## config.mk

```make
export PLATFORM = sky130hd
export DESIGN_NAME = power_seq
export DESIGN_NICKNAME = d
export VERILOG_FILES = /design/src/rtl/power_seq_pkg.sv /design/src/rtl/sync_2ff.sv /design/src/rtl/power_seq.sv
export SDC_FILE = /design/constraint.sdc
export NUM_CORES = 1
export LEC_CHECK = 0
export CORE_MARGIN = 5
export CORE_UTILIZATION = 53
export CTS_CLUSTER_SIZE = 14
export DETAILED_ROUTE_END_ITERATION = 8
export PLACE_DENSITY_LB_ADDON = 0.15
export SKIP_CTS_REPAIR_TIMING = 1
export SYNTH_ARGS = -nofsm -noshare
export SYNTH_HDL_FRONTEND = slang
export SYNTH_HIERARCHICAL = 1
export SYNTH_SLANG_ARGS = --single-unit
```

## constraint.sdc

```tcl
create_clock -name clk -period 4.3 [get_ports clk]
set_input_delay 0.86 -clock clk [delete_from_list [all_inputs] [get_ports clk]]
set_output_delay 0.86 -clock clk [all_outputs]
set_load 0.005 [all_outputs]
```

## src/rtl/power_seq_pkg.sv

```systemverilog
// Shared command codes, state encodings and per-state rail decode for the SBIS power sequencer.
package power_seq_pkg;

    localparam logic [7:0] PSEQ_CMD_DOWN  = 8'h00;
    localparam logic [7:0] PSEQ_CMD_UP    = 8'h01;
    localparam logic [7:0] PSEQ_CMD_CLEAR = 8'h02;

    typedef enum logic [3:0] {
        ST_OFF      = 4'd0,
        ST_UP_VCORE = 4'd1,
        ST_UP_VDIG  = 4'd2,
        ST_WAIT_PG  = 4'd3,
        ST_UP_FUNC  = 4'd4,
        ST_ON       = 4'd5,
        ST_DN_FUNC  = 4'd6,
        ST_DN_VDIG  = 4'd7,
        ST_DN_VCORE = 4'd8,
        ST_FAULT    = 4'd9
    } pseq_state_t;

    typedef struct packed {
        logic off_vcore;
        logic off_vdig;
        logic off_pr;
        logic functional;
        logic rst_fpga;
    } rail_ctrl_t;

    // Rail levels held while sitting in a given state; anything not enabled rests at its OFF value.
    function automatic rail_ctrl_t rails_for(pseq_state_t s);
        rail_ctrl_t r;
        r.off_vcore  = 1'b1;
        r.off_vdig   = 1'b1;
        r.off_pr     = 1'b1;
        r.functional = 1'b0;
        r.rst_fpga   = 1'b1;
        case (s)
            ST_UP_VCORE, ST_DN_VDIG: begin
                r.off_vcore = 1'b0;
            end
            ST_UP_VDIG, ST_WAIT_PG, ST_DN_FUNC: begin
                r.off_vcore = 1'b0;
                r.off_vdig  = 1'b0;
            end
            ST_UP_FUNC, ST_ON: begin
                r.off_vcore  = 1'b0;
                r.off_vdig   = 1'b0;
                r.off_pr     = 1'b0;
                r.functional = 1'b1;
                r.rst_fpga   = (s == ST_UP_FUNC);
            end
            default: ;
        endcase
        return r;
    endfunction

    function automatic logic is_stable(pseq_state_t s);
        return (s == ST_OFF) || (s == ST_ON) || (s == ST_FAULT);
    endfunction

    function automatic logic [7:0] status_byte(pseq_state_t s);
        return {(s == ST_FAULT), !is_stable(s), 2'b00, s};
    endfunction

endpackage

```

## src/rtl/sync_2ff.sv

```systemverilog
// Two-flop synchroniser for the asynchronous SBIS power-good flag.
module sync_2ff (
    input  logic clk,
    input  logic rst,
    input  logic d,
    output logic q
);

    logic meta;

    always_ff @(posedge clk) begin
        if (rst) begin
            meta <= 1'b0;
            q    <= 1'b0;
        end else begin
            meta <= d;
            q    <= meta;
        end
    end

endmodule

```

## src/rtl/power_seq.sv

```systemverilog
// Timed, ordered power-up/power-down of the SBIS rails with one-deep status reporting.
// Optional build macro POWER_SEQ_WATCHDOG_EN: loss of power-good while ON drops straight to FAULT.
module power_seq #(
    parameter int T_VCORE      = 32000,
    parameter int T_VDIG       = 32000,
    parameter int T_PG_TIMEOUT = 320000,
    parameter int T_RST        = 3200
) (
    input  logic       clk,
    input  logic       rst,
    input  logic [7:0] in_data,
    input  logic       in_ena,
    input  logic       sbis_power_on,
    output logic       off_vcore_fpga,
    output logic       off_vdigital_fpga,
    output logic       off_pr_digital_fpga,
    output logic       functional,
    output logic       rst_fpga,
    output logic       have_msg,
    output logic [7:0] len,
    output logic [7:0] out_data,
    input  logic       rdreq
);
    import power_seq_pkg::*;

    localparam int T_MAX_A = (T_VCORE > T_VDIG) ? T_VCORE : T_VDIG;
    localparam int T_MAX_B = (T_PG_TIMEOUT > T_RST) ? T_PG_TIMEOUT : T_RST;
    localparam int T_MAX   = (T_MAX_A > T_MAX_B) ? T_MAX_A : T_MAX_B;
    localparam int CNT_W   = $clog2(T_MAX) + 1;

    pseq_state_t      state, next_state;
    rail_ctrl_t       rails_q;
    logic [CNT_W-1:0] cnt, load_val;
    logic             sync_pg, timer_done, wd_trip;
    logic             cmd_up, cmd_down, cmd_clear;

    sync_2ff u_sync (
        .clk (clk),
        .rst (rst),
        .d   (sbis_power_on),
        .q   (sync_pg)
    );

    assign cmd_up     = in_ena && (in_data == PSEQ_CMD_UP);
    assign cmd_down   = in_ena && (in_data == PSEQ_CMD_DOWN);
    assign cmd_clear  = in_ena && (in_data == PSEQ_CMD_CLEAR);
    assign timer_done = (cnt == '0);

`ifdef POWER_SEQ_WATCHDOG_EN
    logic wd_low;

    always_ff @(posedge clk) begin
        if (rst) begin
            wd_low <= 1'b0;
        end else begin
            wd_low <= (state == ST_ON) && !sync_pg;
        end
    end

    assign wd_trip = (state == ST_ON) && !sync_pg && wd_low;
`else
    assign wd_trip = 1'b0;
`endif

    always_ff @(posedge clk) begin
        if (rst) begin
            state <= ST_OFF;
        end else begin
            state <= next_state;
        end
    end

    // An expiring timer wins over a command arriving in the same cycle.
    always_comb begin
        next_state = state;
        case (state)
            ST_OFF:      if (cmd_up) next_state = ST_UP_VCORE;
            ST_UP_VCORE: if (timer_done) next_state = ST_UP_VDIG;
                         else if (cmd_down) next_state = ST_DN_VCORE;
            ST_UP_VDIG:  if (timer_done) next_state = ST_WAIT_PG;
                         else if (cmd_down) next_state = ST_DN_VDIG;
            ST_WAIT_PG:  if (timer_done && !sync_pg) next_state = ST_FAULT;
                         else if (cmd_down) next_state = ST_DN_VDIG;
                         else if (sync_pg) next_state = ST_UP_FUNC;
            ST_UP_FUNC:  if (timer_done) next_state = ST_ON;
                         else if (cmd_down) next_state = ST_DN_FUNC;
            ST_ON:       if (cmd_down) next_state = ST_DN_FUNC;
                         else if (wd_trip) next_state = ST_FAULT;
            ST_DN_FUNC:  if (timer_done) next_state = ST_DN_VDIG;
            ST_DN_VDIG:  if (timer_done) next_state = ST_DN_VCORE;
            ST_DN_VCORE: if (timer_done) next_state = ST_OFF;
            ST_FAULT:    if (cmd_clear) next_state = ST_OFF;
            default:     next_state = ST_OFF;
        endcase
    end

    always_comb begin
        load_val = '0;
        case (next_state)
            ST_UP_VCORE: load_val = CNT_W'(T_VCORE - 1);
            ST_UP_VDIG:  load_val = CNT_W'(T_VDIG - 1);
            ST_WAIT_PG:  load_val = CNT_W'(T_PG_TIMEOUT - 1);
            ST_UP_FUNC, ST_DN_FUNC, ST_DN_VDIG, ST_DN_VCORE:
                         load_val = CNT_W'(T_RST - 1);
            default:     load_val = '0;
        endcase
    end

    // Loading duration-1 on entry makes each wait last exactly its parameter in cycles.
    always_ff @(posedge clk) begin
        if (rst) begin
            cnt <= '0;
        end else if (next_state != state) begin
            cnt <= load_val;
        end else if (!timer_done) begin
            cnt <= cnt - 1'b1;
        end
    end

    always_ff @(posedge clk) begin
        if (rst) begin
            rails_q <= rails_for(ST_OFF);
        end else begin
            rails_q <= rails_for(next_state);
        end
    end

    assign off_vcore_fpga      = rails_q.off_vcore;
    assign off_vdigital_fpga   = rails_q.off_vdig;
    assign off_pr_digital_fpga = rails_q.off_pr;
    assign functional          = rails_q.functional;
    assign rst_fpga            = rails_q.rst_fpga;

    // A fresh status byte overwrites any unread one; a pop only clears the pending flag.
    always_ff @(posedge clk) begin
        if (rst) begin
            have_msg <= 1'b0;
            out_data <= 8'h00;
        end else if ((next_state != state) && is_stable(next_state)) begin
            have_msg <= 1'b1;
            out_data <= status_byte(next_state);
        end else if (rdreq && have_msg) begin
            have_msg <= 1'b0;
        end
    end

    assign len = 8'd1;

endmodule

```

==> results of run 1 <==
## cell usage in the layout, fill, tap and decap left out, types with 3 or more instances in the layout
master / n
nor3_1: 8
nand2b_1: 4
clkdlybuf4s50_1: 24
nand3_1: 7
o31ai_1: 8
or3_1: 6
inv_1: 8
buf_4: 3
xor2_1: 8
dfxtp_1: 38
nor2b_1: 3
clkbuf_8: 6
nor2_1: 25
or4_1: 4
nor4_1: 5
mux2i_1: 3
o21ai_0: 7
and3_1: 3
a21oi_1: 18
xnor2_1: 11
nand2_1: 18
conb_1: 10
## synthesized netlist by cell type (3+ instances only)
library cell / count
xnor2_1: 11
or3_1: 6
buf_6: 3
nor3_1: 8
nor4_1: 5
nor2b_1: 3
buf_4: 10
nand2_1: 18
a21oi_1: 18
buf_2: 4
xor2_1: 8
mux2i_1: 3
or4_1: 4
clkbuf_1: 4
o31ai_1: 8
and3_1: 3
nand2b_1: 4
o21ai_0: 7
nand3_1: 7
nor2_1: 25
dfxtp_1: 38
inv_1: 8
## flip-flops by register name, summed over array words and instances (netlist names)
register / flops
functional: 1
state: 4
u_sync/q: 1
rst_fpga: 1
have_msg: 1
off_vcore_fpga: 1
cnt: 20
u_sync/meta: 1
off_pr_digital_fpga: 1
out_data: 6
off_vdigital_fpga: 1
## through the flow
| step | utilization [%] | std cells | power, W |
|---|---|---|---|
| global route | 61.7 | 327 | 0.00163 |
| CTS | 61.7 | 327 | 0.00151 |
| global placement | 59.3 | 319 | 0.00124 |
| detailed placement | 59.3 | 319 | 0.00124 |
| floorplan | - | 265 | 0.00111 |
| finish | 61.7 | 327 | 0.00150 |
## power by group through the flow
stage / clock [W] / sequential, W / combinational, W
final: 0.000258 / 0.000521 / 0.000724
after floorplan: 0 / 0.000507 / 0.000604
after global placement: 0 / 0.000527 / 0.000713
after global routing: 0.000284 / 0.000534 / 0.000813
after CTS: 0.000265 / 0.000521 / 0.000723
after detailed placement: 0 / 0.000529 / 0.000714
## layout make-up
| cell class | count | area share [%] |
|---|---|---|
| multi-input combinational | 196 | 51.3 |
| clock inverter | 2 | 0.503 |
| tap | 50 | 2.52 |
| clock buffer | 6 | 3.32 |
| sequential | 38 | 30.6 |
| timing repair buffer | 27 | 10.6 |
| inverter | 8 | 1.21 |
## per-layer routing
metal  global-route usage (%)  wire length (um)
met1                     23.7              2210
met2                     30.1              2160
met3                     4.59               258
met4                     6.52                57
met5                        0                 0
## cells by family (layout without fill, tap and decap cells)
logic type                 Yosys count  in the layout  synth area share, %
adders and majority gates            1              1                0.567
AOI/OAI and AO/OA                   51             51                 15.7
DFF                                 38             38                 34.5
xor gates and xnor gates            19             19                 7.54
other                                2             10                0.340
buffers and inverters               31             43                 9.13
and+or+nand+nor                    111            111                 30.2
muxes                                4              4                 2.04
## worst max-delay path by stage
stage / end / depth (start not counted) / startpoint
2_1_floorplan: out_data[2] / 10 / in_data[5]
3_3_place_gp: out_data[2] / 9 / in_data[5]
3_5_place_dp: out_data[2] / 9 / in_data[5]
4_1_cts: out_data[2] / 9 / in_data[5]
5_1_grt: cnt[10] / 9 / in_data[5]
6_report: out_data[2] / 9 / in_data[5]
==> results.json, run 1 <==
{
  "cts_made_buffers": 5,
  "cts_tree": "built",
  "gp_congestion": 0.818,
  "netlist.area_leader.share_pct": 34.5,
  "ant_nets": 0,
  "seqCellArea_um2": 761,
  "hold_path_end": "u_sync/q",
  "leakage_nw": 0.997,
  "p_sw_share_pct": 41.2,
  "dp_hpwl_um": 3360,
  "fillers": 364,
  "critPathTopFamily": "simple AND/OR/NAND/NOR gates",
  "overflow": 0,
  "path_clk_slew_ns": 0.08,
  "powerDensity_nw_per_um2": 604,
  "peakVddDrop_mv": 0.283,
  "worstHoldStart": "u_sync/meta",
  "area_delta_synth_final_pct": 12.6,
  "synth_async_sr_flop_share_pct": 0,
  "rr_startpoint": "cnt[0]",
  "die_w_um": 74.5,
  "p_clk_share_pct": 17.2,
  "slowest_stage": "or4_1",
  "period_share_pct": 86.6,
  "crit_path_max_fanout": 9,
  "synth.distinct_cells": 60,
  "hold_violations": 0,
  "synth.top_cells.by_area": "dfxtp_1 34%, xnor2_1 4.4%, nor2_1 4.3%",
  "whs_ns": 0.446,
  "syn_area_um2": 2210,
  "cts_root_buf": "clkbuf_8",
  "ios": 35,
  "fp.dieH_um": 74.5,
  "htreeDepth": 2,
  "cp-start-kind": "primary input",
  "rsz0062_at_grt": "no",
  "crit_arrival_ns": 3.91,
  "clockBufferDepth": 2,
  "totalWireLength_um": 4680,
  "tightestPinTransition_ns": 0.749,
  "yosys_warnings": 6,
  "yosys.area.top_type": "dfxtp_1",
  "r2r_setup_slack_ns": 0.81,
  "first_global_vias": 1735,
  "numClockSinks": 38,
  "crit_chain": "clkdlybuf4s50_1 -> nor4_2 -> nand2_1 -> or4_1 -> and3_1 -> a31o_2 -> a211oi_4 -> or3_1 -> mux2_4",
  "r2r_end": "out_data[2]",
  "cap_violations": 0,
  "vias": 1829,
  "drv_slew": 0,
  "intPower_w": 0.000883,
  "pwr-share-seq_pct": 34.7,
  "final.setup.worst_slack_ns": 0.575,
  "rows": 23,
  "dieArea_um2": 5550,
  "power_frac_comb_pct": 48.2,
  "fmax_ghz": 0.268,
  "crit_type": "primary input to register",
  "slowest_delay_ns": 0.52,
  "grt_usage_pct": 18.5,
  "cp.buffers_inverters": 1,
  "slew_headroom_pct": 49.9,
  "portBuffers": 24,
  "syn_area_per_cell_um2": 8.59,
  "dr.pass1.iters": 4,
  "skew_ns": 0.00287,
  "antenna_found_initial": 0,
  "syn_inst": 257,
  "placed_area_um2": 2390,
  "reg2reg_depth": 10,
  "critPathRequiredTime_ns": 4.49,
  "wl_per_cell_um": 14.3,
  "multi_input_area_um2": 1270,
  "clkLatencyLatePin_ns": 0.29,
  "status": "finished, final reports clean",
  "stdcell_area_um2": 2490,
  "end_kind": "register",
  "layout.nets": 290,
  "grt_start_max_net_pins": 18,
  "whs_path_depth": 1,
  "ys_ff_latch": 38,
  "grt_pass1_wl_um": 7960,
  "drt_iter0_markers": 143,
  "synth_ff_type": "dfxtp_1",
  "start_util_pct": 54.8,
  "drive_gt1_share_pct": 11.6,
  "synth_edf_count": 0,
  "p_switching_w": 0.000619,
  "pre_cts_ws_ns": 0.321,
  "setup_tns_ns": 0,
  "synth-seq-area-share_pct": 34.5,
  "drcViolationCount": 0,
  "routed_via_density": 5.59,
  "hp-class": "register to register",
  "fin_crit_ns": 3.72,
  "diodes": 0,
  "coreArea_um2": 4030,
  "setup_viol": 0
}
Power figures use the tool's default switching activity.
==> run 2, diff against run 1 <==
Settings changed: CORE_UTILIZATION 53 to 37, GPL_ROUTABILITY_DRIVEN from default to 0.
==> run 2 against run 1 <==
Effect of this change: critical path depth unchanged; clock-buffer cell count unchanged; clock power about the same; sequential share of layout area down 0.38 points; final cell count up 7.6%; total power down 0.22%; register-to-register slack better by 0.10 ns; wire length up 3.3%; flip-flop and latch count unchanged; die area up 37%; critical path type unchanged; critical endpoint unchanged; largest cell class unchanged; highest routed layer unchanged.
==> results.json, run 2 (synthesized netlist as in run 1, its figures left out) <==
{
  "final_cell_mix": "38 x dfxtp_1, 25 x nor2_1, 24 x clkdlybuf4s50_1, 18 x nand2_1, 18 x a21oi_1",
  "dieArea_um2": 7610,
  "p_total_w": 0.00150,
  "ant_nets": 0,
  "stdcell_area_um2": 2520,
  "drv_slew": 0,
  "area_delta_synth_final_pct": 14.1,
  "grt_usage_pct": 13.2,
  "end_kind": "register",
  "portBuffers": 24,
  "cts_root_buf": "clkbuf_8",
  "skew_ns": 0.00753,
  "p_switching_w": 0.000616,
  "clockBufferDepth": 2,
  "critPathRequiredTime_ns": 4.48,
  "peakVddDrop_mv": 0.224,
  "routed_via_density": 5.23,
  "wl_per_cell_um": 13.7,
  "tightestPinTransition_ns": 0.738,
  "cts_made_buffers": 5,
  "reg_top3": "cnt: 20 flops, out_data: 6 flops, state: 4 flops",
  "dp_hpwl_um": 3490,
  "p_clk_share_pct": 17.3,
  "whs_path_depth": 1,
  "numClockSinks": 38,
  "power_frac_comb_pct": 47.7,
  "clkLatencyLatePin_ns": 0.29,
  "final.setup.worst_slack_ns": 0.743,
  "path_clk_slew_ns": 0.08,
  "hold_violations": 0,
  "cp-start-kind": "primary input",
  "slew_headroom_pct": 50.6,
  "status": "finished, final reports clean",
  "totalWireLength_um": 4840,
  "leakage_nw": 0.996,
  "first_global_vias": 1749,
  "vias": 1842,
  "htreeDepth": 2,
  "overflow": 0,
  "placed_area_um2": 2420,
  "met2_usage_pct": 21.5,
  "fin_crit_ns": 3.56,
  "drive_gt1_share_pct": 11.6,
  "intPower_w": 0.000883,
  "powerDensity_nw_per_um2": 596,
  "diodes": 0,
  "coreArea_um2": 5850,
  "r2r_setup_slack_ns": 0.91,
  "pwr-share-seq_pct": 34.9,
  "antenna_found_initial": 0,
  "slowest_stage": "or4_1",
  "rsz0062_at_grt": "no",
  "layout_commonest_cell": "dfxtp_1",
  "fp.dieH_um": 87.2,
  "dr.pass1.iters": 4,
  "pre_cts_ws_ns": 0.428,
  "drcViolationCount": 0,
  "reg2reg_depth": 9,
  "ios": 35,
  "crit_path_max_fanout": 7,
  "crit_chain": "clkdlybuf4s50_1 -> nor4_2 -> nand2_1 -> or4_1 -> and3_1 -> and3_4 -> xnor2_1 -> or3_1 -> mux2_4",
  "grt_use_met3_pct": 4.26,
  "grt_pass1_wl_um": 8030,
  "p_sw_share_pct": 41.1,
  "hp-class": "register to register",
  "drt_iter0_markers": 49,
  "largest-register": "cnt",
  "die_w_um": 87.2,
  "setup_viol": 0,
  "period_share_pct": 82.7,
  "cts_tree": "built",
  "start_util_pct": 37.7,
  "crit_arrival_ns": 3.74,
  "largest_reg_flops": 20,
  "fmax_ghz": 0.281,
  "setup_tns_ns": 0,
  "rows": 28,
  "layout.nets": 290,
  "crit_type": "primary input to register",
  "slowest_delay_ns": 0.51,
  "cap_violations": 0,
  "grt_util_met1_pct": 16.7,
  "grt_busiest_layer": "met2",
  "grt_start_max_net_pins": 18
}
run 2: cell counts in the layout (fill, tap and decap cells not counted):
Identical to the previous run, type by type.
run 2: final timing paths:
check                                 start          end
worst min-delay path            u_sync/meta     u_sync/q
worst max register to register       cnt[0]  out_data[2]
worst min register to register  u_sync/meta     u_sync/q
worst max-delay path             in_data[5]  out_data[2]
run 2: stage by stage:
step	instances	util (%)	hold WS, ns
after floorplan	265	-	0.414
after global placement	344	41.4	0.418
after detailed placement	344	41.4	0.428
after CTS	352	43.0	0.450
after global routing	352	43.0	0.467
final	352	43.0	0.443
run 2: final cells by class:
class / count / area (um2)
fillers: 604 / 3330
multi-input cells: 196 / 1270
flip-flops and latches: 38 / 761
repair buffers: 27 / 263
well taps: 75 / 93.8
clock buffers: 6 / 82.6
inverters: 8 / 30.0
clock inverters: 2 / 12.5
run 2: layer usage:
layer	routed length, um	vias to the layer above
met3	227	7
met5	0	-
li1	-	927
met4	49	0
met2	2290	40
met1	2270	868
run 2: power by group through the flow:
stage / Combinational [W] / Sequential, W / Clock (W)
CTS: 0.000721 / 0.000523 / 0.000273
detailed placement: 0.000714 / 0.000531 / 0
global route: 0.000802 / 0.000536 / 0.000287
finish: 0.000715 / 0.000524 / 0.000260
floorplan: 0.000604 / 0.000507 / 0
global placement: 0.000712 / 0.000528 / 0
run 2: worst max-delay path: cells and delay by family:
family | cells | cell delay, ns
and+or+nand+nor | 6 | 1.98
buffers and inverters | 1 | 0.41
muxes | 1 | 0.33
xor gates and xnor gates | 1 | 0.15
